===== src/rtl/instr_fetch.sv =====
`default_nettype none
// instr_fetch: IF-stage fetch sequencer with credit-limited requests, in-flight PC tracking,
// an output FIFO toward decode and stale-response dropping after redirects.
module instr_fetch #(
   parameter logic [31:0] RESET_PC = 32'h0000_0000,
   parameter int          DEPTH    = 4
) (
   input  logic        clk,
   input  logic        rst,
   input  logic        redirect_valid,
   input  logic [31:0] redirect_pc,
   output logic        imem_req_valid,
   output logic [31:0] imem_req_addr,
   input  logic        imem_req_ready,
   input  logic        imem_rsp_valid,
   input  logic [31:0] imem_rsp_data,
   output logic        id_valid,
   output logic [31:0] id_pc,
   output logic [31:0] id_instr,
   input  logic        id_ready
);

   localparam int AW = $clog2(DEPTH);
   localparam int CW = AW + 1;

   logic [31:0]   r_fetch_pc;
   logic [CW-1:0] r_inflight;
   logic [CW-1:0] r_drop;
   logic [CW-1:0] r_count;
   logic [31:0]   r_pcq [DEPTH];
   logic [AW-1:0] r_pcq_wr;
   logic [AW-1:0] r_pcq_rd;
   logic [31:0]   r_fifo_pc    [DEPTH];
   logic [31:0]   r_fifo_instr [DEPTH];
   logic [AW-1:0] r_wr;
   logic [AW-1:0] r_rd;

   logic [CW:0]   w_credit_sum;
   logic          w_req_fire;
   logic          w_pop;
   logic          w_dropping;
   logic          w_push;

   // Credit counts both outstanding requests and buffered entries, so a
   // returning response always finds a free FIFO slot.
   assign w_credit_sum   = {1'b0, r_inflight} + {1'b0, r_count};
   assign imem_req_valid = rst & (w_credit_sum < (CW+1)'(DEPTH));
   assign imem_req_addr  = r_fetch_pc;

   assign w_req_fire = imem_req_valid & imem_req_ready;
   assign w_pop      = id_valid & id_ready;
   assign w_dropping = (r_drop != '0);
   assign w_push     = imem_rsp_valid & ~w_dropping & ~redirect_valid;

   assign id_valid = (r_count != '0);
   assign id_pc    = r_fifo_pc[r_rd];
   assign id_instr = r_fifo_instr[r_rd];

   always_ff @(posedge clk or negedge rst) begin
      if (!rst) begin
         r_fetch_pc <= RESET_PC;
         r_inflight <= '0;
         r_drop     <= '0;
         r_pcq_wr   <= '0;
         r_pcq_rd   <= '0;
         for (int i = 0; i < DEPTH; i++) r_pcq[i] <= '0;
      end else begin
         r_inflight <= r_inflight + CW'(w_req_fire) - CW'(imem_rsp_valid);
         if (w_req_fire) begin
            r_pcq[r_pcq_wr] <= r_fetch_pc;
            r_pcq_wr        <= r_pcq_wr + AW'(1);
         end
         if (imem_rsp_valid) r_pcq_rd <= r_pcq_rd + AW'(1);

         if (redirect_valid)
            r_fetch_pc <= redirect_pc;
         else if (w_req_fire)
            r_fetch_pc <= r_fetch_pc + 32'd4;

         // Everything still outstanding after this edge belongs to the old path.
         if (redirect_valid)
            r_drop <= r_inflight + CW'(w_req_fire) - CW'(imem_rsp_valid);
         else if (imem_rsp_valid && w_dropping)
            r_drop <= r_drop - CW'(1);
      end
   end

   always_ff @(posedge clk or negedge rst) begin
      if (!rst) begin
         r_wr    <= '0;
         r_rd    <= '0;
         r_count <= '0;
         for (int i = 0; i < DEPTH; i++) begin
            r_fifo_pc[i]    <= '0;
            r_fifo_instr[i] <= '0;
         end
      end else if (redirect_valid) begin
         r_wr    <= '0;
         r_rd    <= '0;
         r_count <= '0;
      end else begin
         if (w_push) begin
            r_fifo_pc[r_wr]    <= r_pcq[r_pcq_rd];
            r_fifo_instr[r_wr] <= imem_rsp_data;
            r_wr               <= r_wr + AW'(1);
         end
         if (w_pop) r_rd <= r_rd + AW'(1);
         r_count <= r_count + CW'(w_push) - CW'(w_pop);
      end
   end

endmodule
`default_nettype wire


===== config.mk =====
export PLATFORM = sky130hd
export DESIGN_NAME = instr_fetch
export DESIGN_NICKNAME = d
export VERILOG_FILES = /design/src/rtl/instr_fetch.sv
export SDC_FILE = /design/constraint.sdc
export NUM_CORES = 1
export LEC_CHECK = 0
export CAP_MARGIN = 20
export CORE_UTILIZATION = 60
export DETAILED_ROUTE_END_ITERATION = 8
export HOLD_SLACK_MARGIN = 0.12
export PLACE_DENSITY = 0.82
export SETUP_SLACK_MARGIN = 0.3
export SLEW_MARGIN = 20
export SYNTH_ARGS = -nofsm -noshare
export SYNTH_HDL_FRONTEND = slang
export SYNTH_SLANG_ARGS = --single-unit
export TNS_END_PERCENT = 30

===== constraint.sdc =====
create_clock -name clk -period 5.6 [get_ports clk]
set_input_delay 0.56 -clock clk [delete_from_list [all_inputs] [get_ports clk]]
set_output_delay 0.56 -clock clk [all_outputs]
set_load 0.01 [all_outputs]

After elaboration in Yosys (flattened, before gate mapping)
Cells that the tools add are included.
{ "classes": {"bitwise": 11, "reduce_logical": 10, "add_sub_neg": 11, "order_cmp": 7, "n_mux": 25} }
{ "ops": {"columns": ["operator", "n"], "rows": [
  ["$bwmux W128", 3],
  ["$mux W32", 10],
  ["$bmux W32 S2", 3],
  ["$demux W32 S2", 2],
  ["$add A32 B3 Y32 const B", 1],
  ["$ge A3 B3 Y1 const B", 4],
  ["$not A2 Y3", 4],
  ["$mux W3", 3],
  ["$add A2 B1 Y2 const B", 4],
  ["$mux W2", 4],
  ["$reduce_bool A2 Y1", 4],
  ["$add A3 B1 Y3", 2],
  ["$lt A3 B1 Y1 const B", 2],
  ["$reduce_bool A3 Y1", 2],
  ["$sub A3 B1 Y3", 2],
  ["$and A1 B1 Y1", 5],
  ["$add A3 B3 Y4", 1],
  ["$lt A4 B3 Y1 const B", 1],
  ["$logic_and A1 B1 Y1", 3],
  ["$sub A3 B1 Y3 const B", 1],
  ["$not A1 Y1", 2],
  ["$reduce_and A2 Y1", 1]
]} }
{ "totals": {"word_cells": 84, "in_bits": 70, "reg_bits": 433} }

Depth between registers and ports, before layout
Gate-level depths: netlist of run 1.
{ "depth": {"depth_word": 7, "ltp_mapped": 12, "mapped_depth_nobuf": 12} }

Worst setup path before layout of run 1
OpenSTA, ideal clock, no wires.
{ "synth_timing": {"kind": "reg-to-reg", "startpoint": "reg r_count[2]", "endpoint": "reg r_drop[2]", "path_stages_with_launch": 13, "setup_time_ns": 0.137, "period_less_slack_ns": 2.692, "path_slack_ns": 2.908, "required_ns": 5.463, "arrival_ns": 2.555, "path_buffers": 1, "path_cell_list": "dfrtp_1 -> ha_1 -> nor4b_4 -> and3_1 -> buf_2 -> inv_1 -> ha_1 -> inv_1 -> ha_1 -> fa_1 -> xnor2_1 -> nand2_1 -> o21ai_0"} }
{ "synth_between": {"elab_chain_len": 7} }
{ "synth_rtl": {"columns": ["item", "line", "source"], "rows": [
  ["start: declaration", "29", "logic [CW-1:0] r_count;"],
  ["start signal: assignment", "108", "r_count <= r_count + CW'(w_push) - CW'(w_pop);"],
  ["$add A3 B3 Y4", "46", "assign w_credit_sum = {1'b0, r_inflight} + {1'b0, r_count};"],
  ["$lt A4 B3 Y1", "47", "assign imem_req_valid = rst & (w_credit_sum < (CW+1)'(DEPTH));"],
  ["$and A1 B1 Y1", "47", null],
  ["$and A1 B1 Y1", "50", "assign w_req_fire = imem_req_valid & imem_req_ready;"],
  ["$add A3 B1 Y3", "82", "r_drop <= r_inflight + CW'(w_req_fire) - CW'(imem_rsp_valid);"],
  ["$sub A3 B1 Y3", "82", null],
  ["$mux W3", "81", "if (redirect_valid)"],
  ["end signal: assignment", "82", null],
  ["end signal: assignment", "84", "r_drop <= r_drop - CW'(1);"],
  ["end: declaration", "28", "logic [CW-1:0] r_drop;"]
]} }
No other way between the ends.
A chain may end at the register's enable or synchronous reset.

Final worst setup path of run 1
{ "layout_timing": {"startpoint": "reg r_rd[1]", "endpoint": "out id_pc[15]"} }
{ "layout_between": {"elab_chain_len": 4} }
{ "layout_rtl": {"columns": ["item", "line", "source"], "rows": [
  ["start: declaration", "36", "logic [AW-1:0] r_rd;"],
  ["start signal: assignment", "107", "if (w_pop) r_rd <= r_rd + AW'(1);"],
  ["$not A2 Y3 (implied by the code)", "56", "assign id_pc = r_fifo_pc[r_rd];"],
  ["$bmux W32 S2", "56", null],
  ["$mux W32 (implied by the code) (2 in a row)", "56", null],
  ["end: declaration", "18", "output logic [31:0] id_pc,"]
]} }
No other way between the ends. The select of a mux whose other input is x is not followed.

==> results of run 1 <==
[routing by layer]
metal	vias to the layer above	wire, um	GRT usage
li1	5006	-	-
met3	75	1750	0.0363
met5	-	0	0
met2	296	19300	0.416
met4	0	785	0.0686
met1	5989	18000	0.359
[cells by family (layout without fill, tap and decap cells)]
| logic type | count (synthesis) | after routing |
|---|---|---|
| compound gates | 62 | 62 |
| xor+xnor | 15 | 15 |
| fa+ha+maj | 19 | 19 |
| buf+inv | 109 | 278 |
| flops | 433 | 433 |
| mux | 485 | 485 |
| simple gates | 144 | 144 |
[cells in the final DEF (no fill, tap or decap), drive strengths merged, types with 2 or more instances in the layout]
cell type and n:
dfrtp 433, mux2 387, clkdlybuf4s50 166, mux4 96, clkbuf 72, nor2 30, nand2 27, or4 25
a31oi 21, inv 20, o31ai 17, ha 17, nand3 16, o21ai 14, nand4 13, buf 12
xnor2 8, xor2 7, or3 7, clkinv 5, and3 4, and2 4, nand3b 3, o31a 3
nor2b 3, nand2b 3, and4 2, mux2i 2, fa 2, bufinv 2, or4b 2
[critical path, stage by stage, from the launching register on]
cell             delay [ns]
dfrtp_2                1.01
buf_4                  0.58
mux4_2                 0.38
clkdlybuf4s50_1        0.56
[worst max path at each step]
stage,startpoint,cells after the start,end
after floorplan,r_count[2],12,r_drop[2]
after detailed placement,imem_rsp_valid,5,r_fifo_instr[31]
after global routing,r_rd[0],3,id_pc[3]
after CTS,r_rd[0],3,id_pc[3]
after global placement,imem_rsp_valid,5,r_fifo_pc[122]
final,r_rd[1],3,id_pc[15]
[power groups by stage]
stage	Combinational [uW]	Sequential [uW]	Clock [uW]
floorplan	2550	4390	0
global placement	3560	4660	0
detailed placement	3660	4730	0
CTS	3690	4680	2990
global route	3930	4800	3120
finish	3630	4680	2930
[cell type report]
type                            count  area (um2)  area share
Sequential cell                   433       10800       0.475
Multi-Input combinational cell    725        8180       0.358
Timing Repair Buffer              179        1770      0.0776
Clock buffer                       72        1370      0.0600
Tap cell                          402         503      0.0220
Clock inverter                      8        93.8     0.00411
Inverter                           19        71.3     0.00312
[synth_stat cells (7+ instances only)]
cell      number  share of area
a31oi_1       21         0.0068
buf_1          9         0.0017
buf_2         27         0.0070
clkbuf_1      52          0.010
dfrtp_1      433           0.56
ha_1          17          0.011
inv_1         18         0.0035
mux2_2       387           0.22
mux4_2        96           0.11
nand2_1       27         0.0052
nand3_1       16         0.0041
nand4_1       12         0.0039
nor2_1        30         0.0058
o21ai_0       14         0.0036
o31ai_1       17         0.0066
or3_1          7         0.0023
or4_1         25         0.0097
xnor2_1        8         0.0036
xor2_1         7         0.0032
[flip-flops by register name, indices dropped and copies added, names as in the netlist]
register / flops
r_count: 3
r_wr: 2
r_inflight: 3
r_fifo_pc: 128
r_drop: 3
r_pcq: 128
imem_req_addr: 32
r_pcq_wr: 2
r_pcq_rd: 2
r_fifo_instr: 128
r_rd: 2
[per-stage QoR]
stage          setup WS [ns]  total power, uW  hold slack, ns  area, um2  utilization
3_5_place_dp            2.09             8390           0.488      21400        0.673
6_report                1.92            11200           0.500      22800        0.720
5_1_grt                 1.83            11800           0.505      22800        0.720
2_1_floorplan           2.91             6940           0.264      19400            -
3_3_place_gp            2.10             8220           0.481      21400        0.673
4_1_cts                 1.90            11400           0.501      22800        0.720
==> impl_results.md, run 1 <==
* Slew Limit Fails at 0
* Static Leak at 0.0103 uW
* Clock share of power at 0.261
* Fmax at 272 MHz
* Unique masters post-synth at 46
* Reg power frac at 0.416
* Clk sinks at 433
* Minimum clock period at 3.68 ns
* Final setup violation count at 0
* Hold Buf Count CTS at 1
* Main synth FF type: dfrtp_1
* Post-synthesis adder-cell area fraction at 0.0130
* Syn avg cell area at 15.3 um2
* Least-Margin Pin Slew at 1.10 ns
* Vias per Instance at 6.18
* Final wirelength at 39.8 mm
* DR pass1 iterations at 7
* Pin count of the biggest net entering global routing at 83
* DRC violations left at 0
* Synthesized cell area at 0.0194 mm2
* Core Box Area at 0.0317 mm2
* Root buffer cell: clkbuf_16
* CTS tree: done
* Area Growth Syn to Fin at 17.6%
* Main combinational cell family by area after synthesis: multiplexers
* Slew margin rel. at 0.269
* Post-synthesis mux area share at 0.337
* Number of post-CTS setup repair buffers at 0
* First-pass GRT wire length at 66.0 mm
* FF-to-FF Start: r_count[2]
* Number of flops mapped to enable cells by yosys at 0
* Status: finished, final reports clean
* Hold crit path type: reg -> reg
* R2R Setup Slk at 2.45 ns
* XOR/XNOR Fraction of Synth Area at 0.00676
* FF-to-FF End: r_drop[2]
* Wire length per cell at 21.7 um
* Post-synthesis simple-gate area fraction at 0.0417
* Ys async rst share at 1.00
* Comb power frac at 0.323
* Sw Pwr at 3250 uW
* Fraction of layout instances using a drive strength above 1 at 0.402
* HPWL Detailed at 24.0 mm
* Total vias in the final route at roughly 11,000
* Setup crit end kind: primary output
* P per Cell Area at 492 mW/mm2
* Share of total power consumed by net switching at 0.289
* PortBufs at 167
* Post-route ant nets at 0
* Fill count at slightly above 2,000
* Clock transition at path regs at 0.06 ns
* Global Route Usage Sum at 0.253
* Row cnt at 65
* Die area at between 0.03 and 0.04 mm2
* Depth of the worst register-to-register path at 11
* Worst hold path cell count at 1
* Clock buffer depth at 3
* Synthesized instance count at 1,267
* Worst skew pair latency at ~0.54 ns
* Synthesized net count at approximately 1,400
* Initial antenna violation count at 0
* Die width at 182 um
* Setup CP Type: reg -> out
* Setup crit start kind: register
* Placed cell count at 1,757
* RSZ-0062 raised after global routing: no
* Vias in the first global route at 12,201
* Non-filler cells, final at 1,838
* Final worst path period share at 0.657
* Final layout net count at 1,492
* Iteration-0 DRC Markers at 451
* Hold Fails Final Rpt at 0
* Io pins at 168
* Initial Utilization at 0.613
* # Max-Cap Violations at 0
* Data arrival time of the critical path at 3.12 ns
* GRT overflow at 0
* Post-synthesis sequential area ratio at 0.558
* Routability cong. at 0.803
* Total CTS buffers at 45
* VDD IR max at 0.239 mV
* Fin Clk Skew at 0.0191 ns
* Die height at 182 um
* Internal at 7990 uW
* Worst hold endpoint: r_fifo_pc[39]
* ANT cells at 0
* FF+latch count, synth at 433
* Syn. warnings at 0
* Hold Crit Start: r_fifo_pc[39]
* TNS Setup at 0 ns
* Synth Area in Compound Gates at 0.0211
* # resized after CTS at 0
* Max H-tree Level at 2
* Critical path fanouts, max at 36
* CP required at approximately 5 ns
(Power assumes the default switching activity.)
==> run 2: changes to the inputs <==
--- a/config.mk
+++ b/config.mk
@@ -6,10 +6,10 @@
 export NUM_CORES = 1
 export LEC_CHECK = 0
 export CAP_MARGIN = 20
-export CORE_UTILIZATION = 60
+export CORE_UTILIZATION = 58
 export DETAILED_ROUTE_END_ITERATION = 8
 export HOLD_SLACK_MARGIN = 0.12
-export PLACE_DENSITY = 0.82
+export PLACE_DENSITY = 0.8
 export SETUP_SLACK_MARGIN = 0.3
 export SLEW_MARGIN = 20
 export SYNTH_ARGS = -nofsm -noshare
==> constraint.sdc (replaced) <==
create_clock -name clk -period 3.4 [get_ports clk]
set_input_delay 0.34 -clock clk [delete_from_list [all_inputs] [get_ports clk]]
set_output_delay 0.34 -clock clk [all_outputs]
set_load 0.01 [all_outputs]
==> run 2 against run 1 <==
Worst setup slack got worse by 1.4 ns. Critical path depth did not move. Cell count rose by 3.7%. Design area is 1.3% higher. Combinational power is 72% higher. Routed wire length increased by 1.5%. Clock-buffer cell count increased by 1. Worst hold slack lost 0.28 ns. Sequential share of layout area decreased by 0.63 points. Via count is 1.2% higher. First-iteration DRC count grew 24%. Clock power increased by 59%. Critical endpoint is now id_pc[0]. Largest power group unchanged.
==> impl_results.md, run 2 (synthesis results as in run 1) <==
* Status: finished, final reports clean
* Util after Layout at 0.706 (-0.0141)
* Share of total power consumed by net switching at 0.291 (+0.00212)
* Sw Pwr at 5400 uW (+66%)
* Initial Utilization at 0.593 (-0.0199)
* R2R Setup Slk at 0.56 ns (-1.89 ns)
* Clock transition at path regs at 0.06 ns (about the same)
* CP Depth at 3 (unchanged)
* Static Leak at 0.0104 uW (+1.4%)
* Most frequent cells in the layout: dfrtp_1, mux2_2, clkdlybuf4s50_1, mux4_2, clkbuf_16
* First-pass GRT wire length at 65.6 mm (-0.52%)
* Pin count of the biggest net entering global routing at 86 (+3.6%)
* Final worst path period share at 0.844
* Crit-path max cell delay at 0.77 ns (-0.24 ns)
* Area Growth Syn to Fin at 19.1%
* Critical path fanouts, max at 21 (-42%)
* Vias in the first global route at 12,146 (-0.45%)
* CP required at 3.06 ns (-1.98 ns)
* Final wirelength at 40.4 mm (+1.5%)
* Root buffer cell: clkbuf_16
* # Max-Cap Violations at 0 (unchanged)
* Final setup violation count at 0 (unchanged)
* Max H-tree Level at 2 (unchanged)
* Setup crit start kind: register
* ANT cells at 0 (unchanged)
* Total vias in the final route at 11,500 (+1.2%)
* Die height at 185 um (+1.7%)
* Total CTS buffers at 46 (+2.2%)
* Row cnt at 66 (+1.5%)
* Core Box Area at 0.0328 mm2 (+3.4%)
* DP Worst Slack at 0.506 ns (-1.58 ns)
* GRT overflow at 0 (unchanged)
* Worst path buffer plus inverter count at 2 (unchanged)
* Worst path slowest cell: dfrtp_2
* Slew margin rel. at 0.389 (+0.120)
* Iteration-0 DRC Markers at 561 (+24%)
* Most common cell after layout, fill and taps aside: dfrtp_1
* Fmax at 348 MHz
* P per Cell Area at 800 mW/mm2 (+63%)
* Hold crit path type: in -> async
* HPWL Detailed at 26.1 mm (+8.6%)
* Setup crit end kind: primary output
* Vias per Instance at 6.03 (-2.4%)
* RSZ-0062 raised after global routing: no
* Fin Clk Skew at 0.0136 ns (-0.00555 ns)
* Hold Fails Final Rpt at 0 (unchanged)
* Slew Limit Fails at 0 (unchanged)
* Initial antenna violation count at 0 (unchanged)
* Die width at 185 um (+1.7%)
* Reg power frac at 0.411 (-0.005)
* CTS tree: done
* Post-route ant nets at 0 (unchanged)
* VDD IR max at 0.420 mV (+76%)
* Data arrival time of the critical path at 2.53 ns (-0.59 ns)
* Clock share of power at 0.252 (-0.009)
* PortBufs at 167 (unchanged)
* Routability cong. at 0.820 (+2.1%)
* FF-to-FF End: r_drop[2]
* # resized after CTS at 0 (unchanged)
* WHS at 0.222 ns (-0.278 ns)
* TNS Setup at 0 ns (unchanged)
* Post-layout worst setup margin at 0.529 ns (-1.39 ns)
* Minimum clock period at about 2.9 ns
* Global Route Usage Sum at 0.246 (-0.00746)
* Worst skew pair latency at 0.54 ns (about the same)
* Comb power frac at 0.337 (+0.014)
* Internal at 13,100 uW (+64%)
* CP top delay family: buffers and inverters
* Depth of the worst register-to-register path at 12 (+1)
* Sequence of cells on the critical path: buf_4, mux4_2, clkdlybuf4s50_1
* Least-Margin Pin Slew at 0.916 ns (-0.181 ns)
* Clock buffer depth at 3 (unchanged)
* DRC violations left at 0 (unchanged)
* Largest regs: r_fifo_instr x128, r_fifo_pc x128, r_pcq x128
* Setup CP Type: reg -> out
* Fraction of layout instances using a drive strength above 1 at 0.409 (+0.00734)
* FF-to-FF Start: r_count[2]
* Clk sinks at 433 (unchanged)
* Die area at 0.0342 mm2 (+3.4%)
* Wire length per cell at 21.2 um (-2.2%)
* DR pass1 iterations at 5 (-2)
* Final layout net count at 1,518 (+1.7%)
* Io pins at 168 (unchanged)
-- run 2: worst register-to-register path: stages, from the launching register on --
cell and delay [ns]:
dfrtp_1 0.42, ha_1 0.33, nor4b_4 0.35, and3_1 0.20, buf_4 0.17, inv_1 0.06, ha_1 0.26, inv_1 0.04
ha_1 0.19, fa_1 0.39, xnor2_1 0.21, nand2_1 0.07, o21ai_0 0.08
-- run 2: metal layers --
layer / global-route usage / share of wire / vias up
met5: 0 / 0 / -
met4: 0.0605 / 0.016 / 0
met3: 0.0413 / 0.050 / 56
met2: 0.394 / 0.48 / 327
met1: 0.354 / 0.45 / 6036
li1: - / - / 5081
-- run 2: timing repair --
| item | 4_1_cts | 5_1_grt |
|---|---|---|
| hold buffers | 1 | 0 |
| buffers inserted | 0 | 3 |
| endpoints found under the setup margin | 0 | 21 |
| endpoints found under the hold margin | 9 | 0 |
-- run 2: final cells by class --
type                       count  area [um2]
clock buffer                  73        1370
clock inverter                10        60.1
fill                        2200        9640
inverter                      19        71.3
multi-input combinational    725        8170
sequential                   433       10800
tap                          442         553
timing repair buffer         204        2070
-- run 2: power by group through the flow --
| stage | sequential (uW) | combinational [uW] | clock [uW] |
|---|---|---|---|
| after detailed placement | 7700 | 6230 | 0 |
| after CTS | 7630 | 6260 | 4790 |
| final | 7600 | 6240 | 4670 |
| after global routing | 7810 | 6710 | 5010 |
| after global placement | 7600 | 6050 | 0 |
| after floorplan | 7230 | 4200 | 0 |
-- run 2: through the flow --
| step | total power, uW | instances | instance area, um2 |
|---|---|---|---|
| 3_5_place_dp | 13900 | 1819 | 21700 |
| 3_3_place_gp | 13600 | 1819 | 21700 |
| 5_1_grt | 19500 | 1906 | 23100 |
| 2_1_floorplan | 11400 | 1267 | 19400 |
| 6_report | 18500 | 1906 | 23100 |
| 4_1_cts | 18700 | 1903 | 23100 |
-- run 2: worst max path at each step --
stage / from / end / slack, ns
after detailed placement: r_count[2] / r_drop[2] / 0.51
after global placement: r_count[2] / r_drop[2] / 0.58
final: r_rd[1] / id_pc[0] / 0.53
after CTS: r_rd[0] / id_pc[11] / 0.33
after global routing: r_count[2] / r_drop[2] / 0.34
after floorplan: r_count[2] / r_drop[2] / 0.71
==> run 3: changes to the inputs <==
==> constraint.sdc (replaced) <==
create_clock -name clk -period 2.9 [get_ports clk]
set_input_delay 0.29 -clock clk [delete_from_list [all_inputs] [get_ports clk]]
set_output_delay 0.29 -clock clk [all_outputs]
set_load 0.01 [all_outputs]
==> run 3 against run 2 <==
Global-route usage grew 0.28 points. Sequential cell count unchanged. Routed wire length up 2.7%. Register-to-register slack lost 0.16 ns. Utilization is 1.3 points higher. Cell count is 0.73% higher. Worst hold slack worse by 0.059 ns. Sequential share of layout area is 0.82 points lower. Clock-buffer cell count fell by 2. Critical endpoint is now id_pc[15]. Largest cell class unchanged.
==> impl_results.md, run 3 (synthesis results as in run 1) <==
* Status: finished, final reports clean
* GR Util met2 at 0.411 (+0.0171)
* Die width at 185 um (unchanged)
* Post-layout worst setup margin at 0.181 ns (-0.349 ns)
* Io pins at 168 (unchanged)
* Hold crit path type: in -> async
* TNS Setup at 0 ns (unchanged)
* Most frequent cells in the layout: dfrtp_1, mux2_2, clkdlybuf4s50_1, mux4_2, clkbuf_16
* PortBufs at 167 (unchanged)
* Final worst path period share at 0.938
* Data arrival time of the critical path at 2.43 ns (-0.10 ns)
* GRT overflow at 0 (unchanged)
* Most common cell after layout, fill and taps aside: dfrtp_1
* Total vias in the final route at 11,568 (+0.59%)
* Total CTS buffers at 45 (-2.2%)
* Final layout net count at 1,531 (+0.86%)
* Grt met1 use at 0.353 (-0.00104)
* Area Growth Syn to Fin at 21.2%
* Fraction of layout instances using a drive strength above 1 at 0.418 (+0.00898)
* Slew margin rel. at 0.357 (-0.0321)
* Largest regs: r_fifo_instr x128, r_fifo_pc x128, r_pcq x128
* Die area at 0.0342 mm2 (unchanged)
* RSZ-0062 raised after global routing: yes
* GR Util met3 at 0.0385 (-0.00275)
* Routability cong. at 0.828 (+1.1%)
* Setup crit start kind: register
* Vias per Instance at 6.03 (-0.14%)
* Vias in the first global route at 12,319 (+1.4%)
* First-pass GRT wire length at 66.3 mm (+0.98%)
* # Max-Cap Violations at 0 (unchanged)
* VDD IR max at 0.540 mV (+29%)
* Worst skew pair latency at 0.54 ns (about the same)
* Global Route Usage Sum at 0.249 (+0.00278)
* Static Leak at 0.0107 uW (+2.4%)
* Minimum clock period at 2.72 ns
* Fin Clk Skew at 0.00989 ns (-0.00368 ns)
* Final wirelength at 41.5 mm (+2.7%)
* CP required at 2.61 ns (-0.45 ns)
* Clock transition at path regs at 0.06 ns (about the same)
* ANT cells at 0 (unchanged)
* Setup CP Type: reg -> out
* Initial antenna violation count at 0 (unchanged)
* Row cnt at 66 (unchanged)
* Die height at 185 um (unchanged)
* Max H-tree Level at 2 (unchanged)
* CTS tree: done
* Initial Utilization at 0.593 (unchanged)
* Hold Fails Final Rpt at 0 (unchanged)
* Iteration-0 DRC Markers at 570 (+1.6%)
* DRC violations left at 0 (unchanged)
* Critical path fanouts, max at 9 (-57%)
* Pin count of the biggest net entering global routing at 74 (-14%)
* DP Worst Slack at 0.382 ns (-0.124 ns)
* Final setup violation count at 0 (unchanged)
* Total Power at 22,600 uW (+22%)
* Root buffer cell: clkbuf_16
* Core Box Area at 0.0328 mm2 (unchanged)
* Post-route ant nets at 0 (unchanged)
* Clock buffer depth at 3 (unchanged)
* Wire length per cell at 21.6 um (+1.9%)
* HPWL Detailed at 26.0 mm (-0.43%)
* DR pass1 iterations at 5 (unchanged)
* Least-Margin Pin Slew at 0.964 ns (+0.0482 ns)
* Clk sinks at 433 (unchanged)
* Setup crit end kind: primary output
* Fmax at roughly 370 MHz
* Layer with the highest usage: met2
* Slew Limit Fails at 0 (unchanged)
* P per Cell Area at 958 mW/mm2 (+20%)
## run 3: area by class of cell
cell class | instances | area (um2)
clock buffers | 71 | 1400
well taps | 442 | 553
fillers | 2148 | 9230
flip-flops and latches | 433 | 10800
clock inverters | 12 | 166
multi-input cells | 725 | 8170
repair buffers | 218 | 2350
inverters | 19 | 71.3
## run 3: repair_timing
action,4_1_cts,5_1_grt
setup endpoints to repair,56,62
hold buffers,1,0
gates resized for setup,0,5
hold endpoints to repair,178,0
cloned,0,3
setup buffers,2,8
## run 3: critical path: stages (launching register included)
cell and delay (ns):
dfrtp_4 0.53, buf_4 0.17, buf_16 0.13, mux4_2 0.50
clkdlybuf4s50_1 0.56
## run 3: final timing paths
path	start	endpoint	slack, ns	cells after the start
worst max-delay path	r_rd[0]	id_pc[15]	0.18	4
worst min-delay path	rst	r_fifo_instr[4]	0.16	2
worst max register to register	r_count[1]	r_drop[2]	0.40	11
worst min register to register	r_pcq[53]	r_pcq[53]	0.50	1
max in group asynchronous	rst	r_pcq_rd[0]	0.95	4
min in group clk	redirect_pc[2]	imem_req_addr[2]	0.31	3
## run 3: layer usage
layer,share of wire,vias up
met2,0.49,303
li1,-,5107
met1,0.45,6115
met3,0.048,43
met5,0,-
met4,0.012,0
## run 3: stage by stage
step            util  hold slack (ns)  instances  area [um2]
2_1_floorplan      -         -0.00559       1267       19400
3_3_place_gp   0.664            0.118       1823       21800
3_5_place_dp   0.664            0.116       1823       21800
5_1_grt        0.718            0.153       1920       23600
4_1_cts        0.713            0.153       1909       23400
6_report       0.718            0.163       1920       23600
## run 3: where the power goes
part	leakage, uW	switching (uW)	internal [uW]	total [uW]
Combinational	0.00430	3210	4550	7770
Sequential	0.00559	1040	7800	8840
Clock	0.000770	2300	3660	5960
Total	0.0107	6550	16000	22600
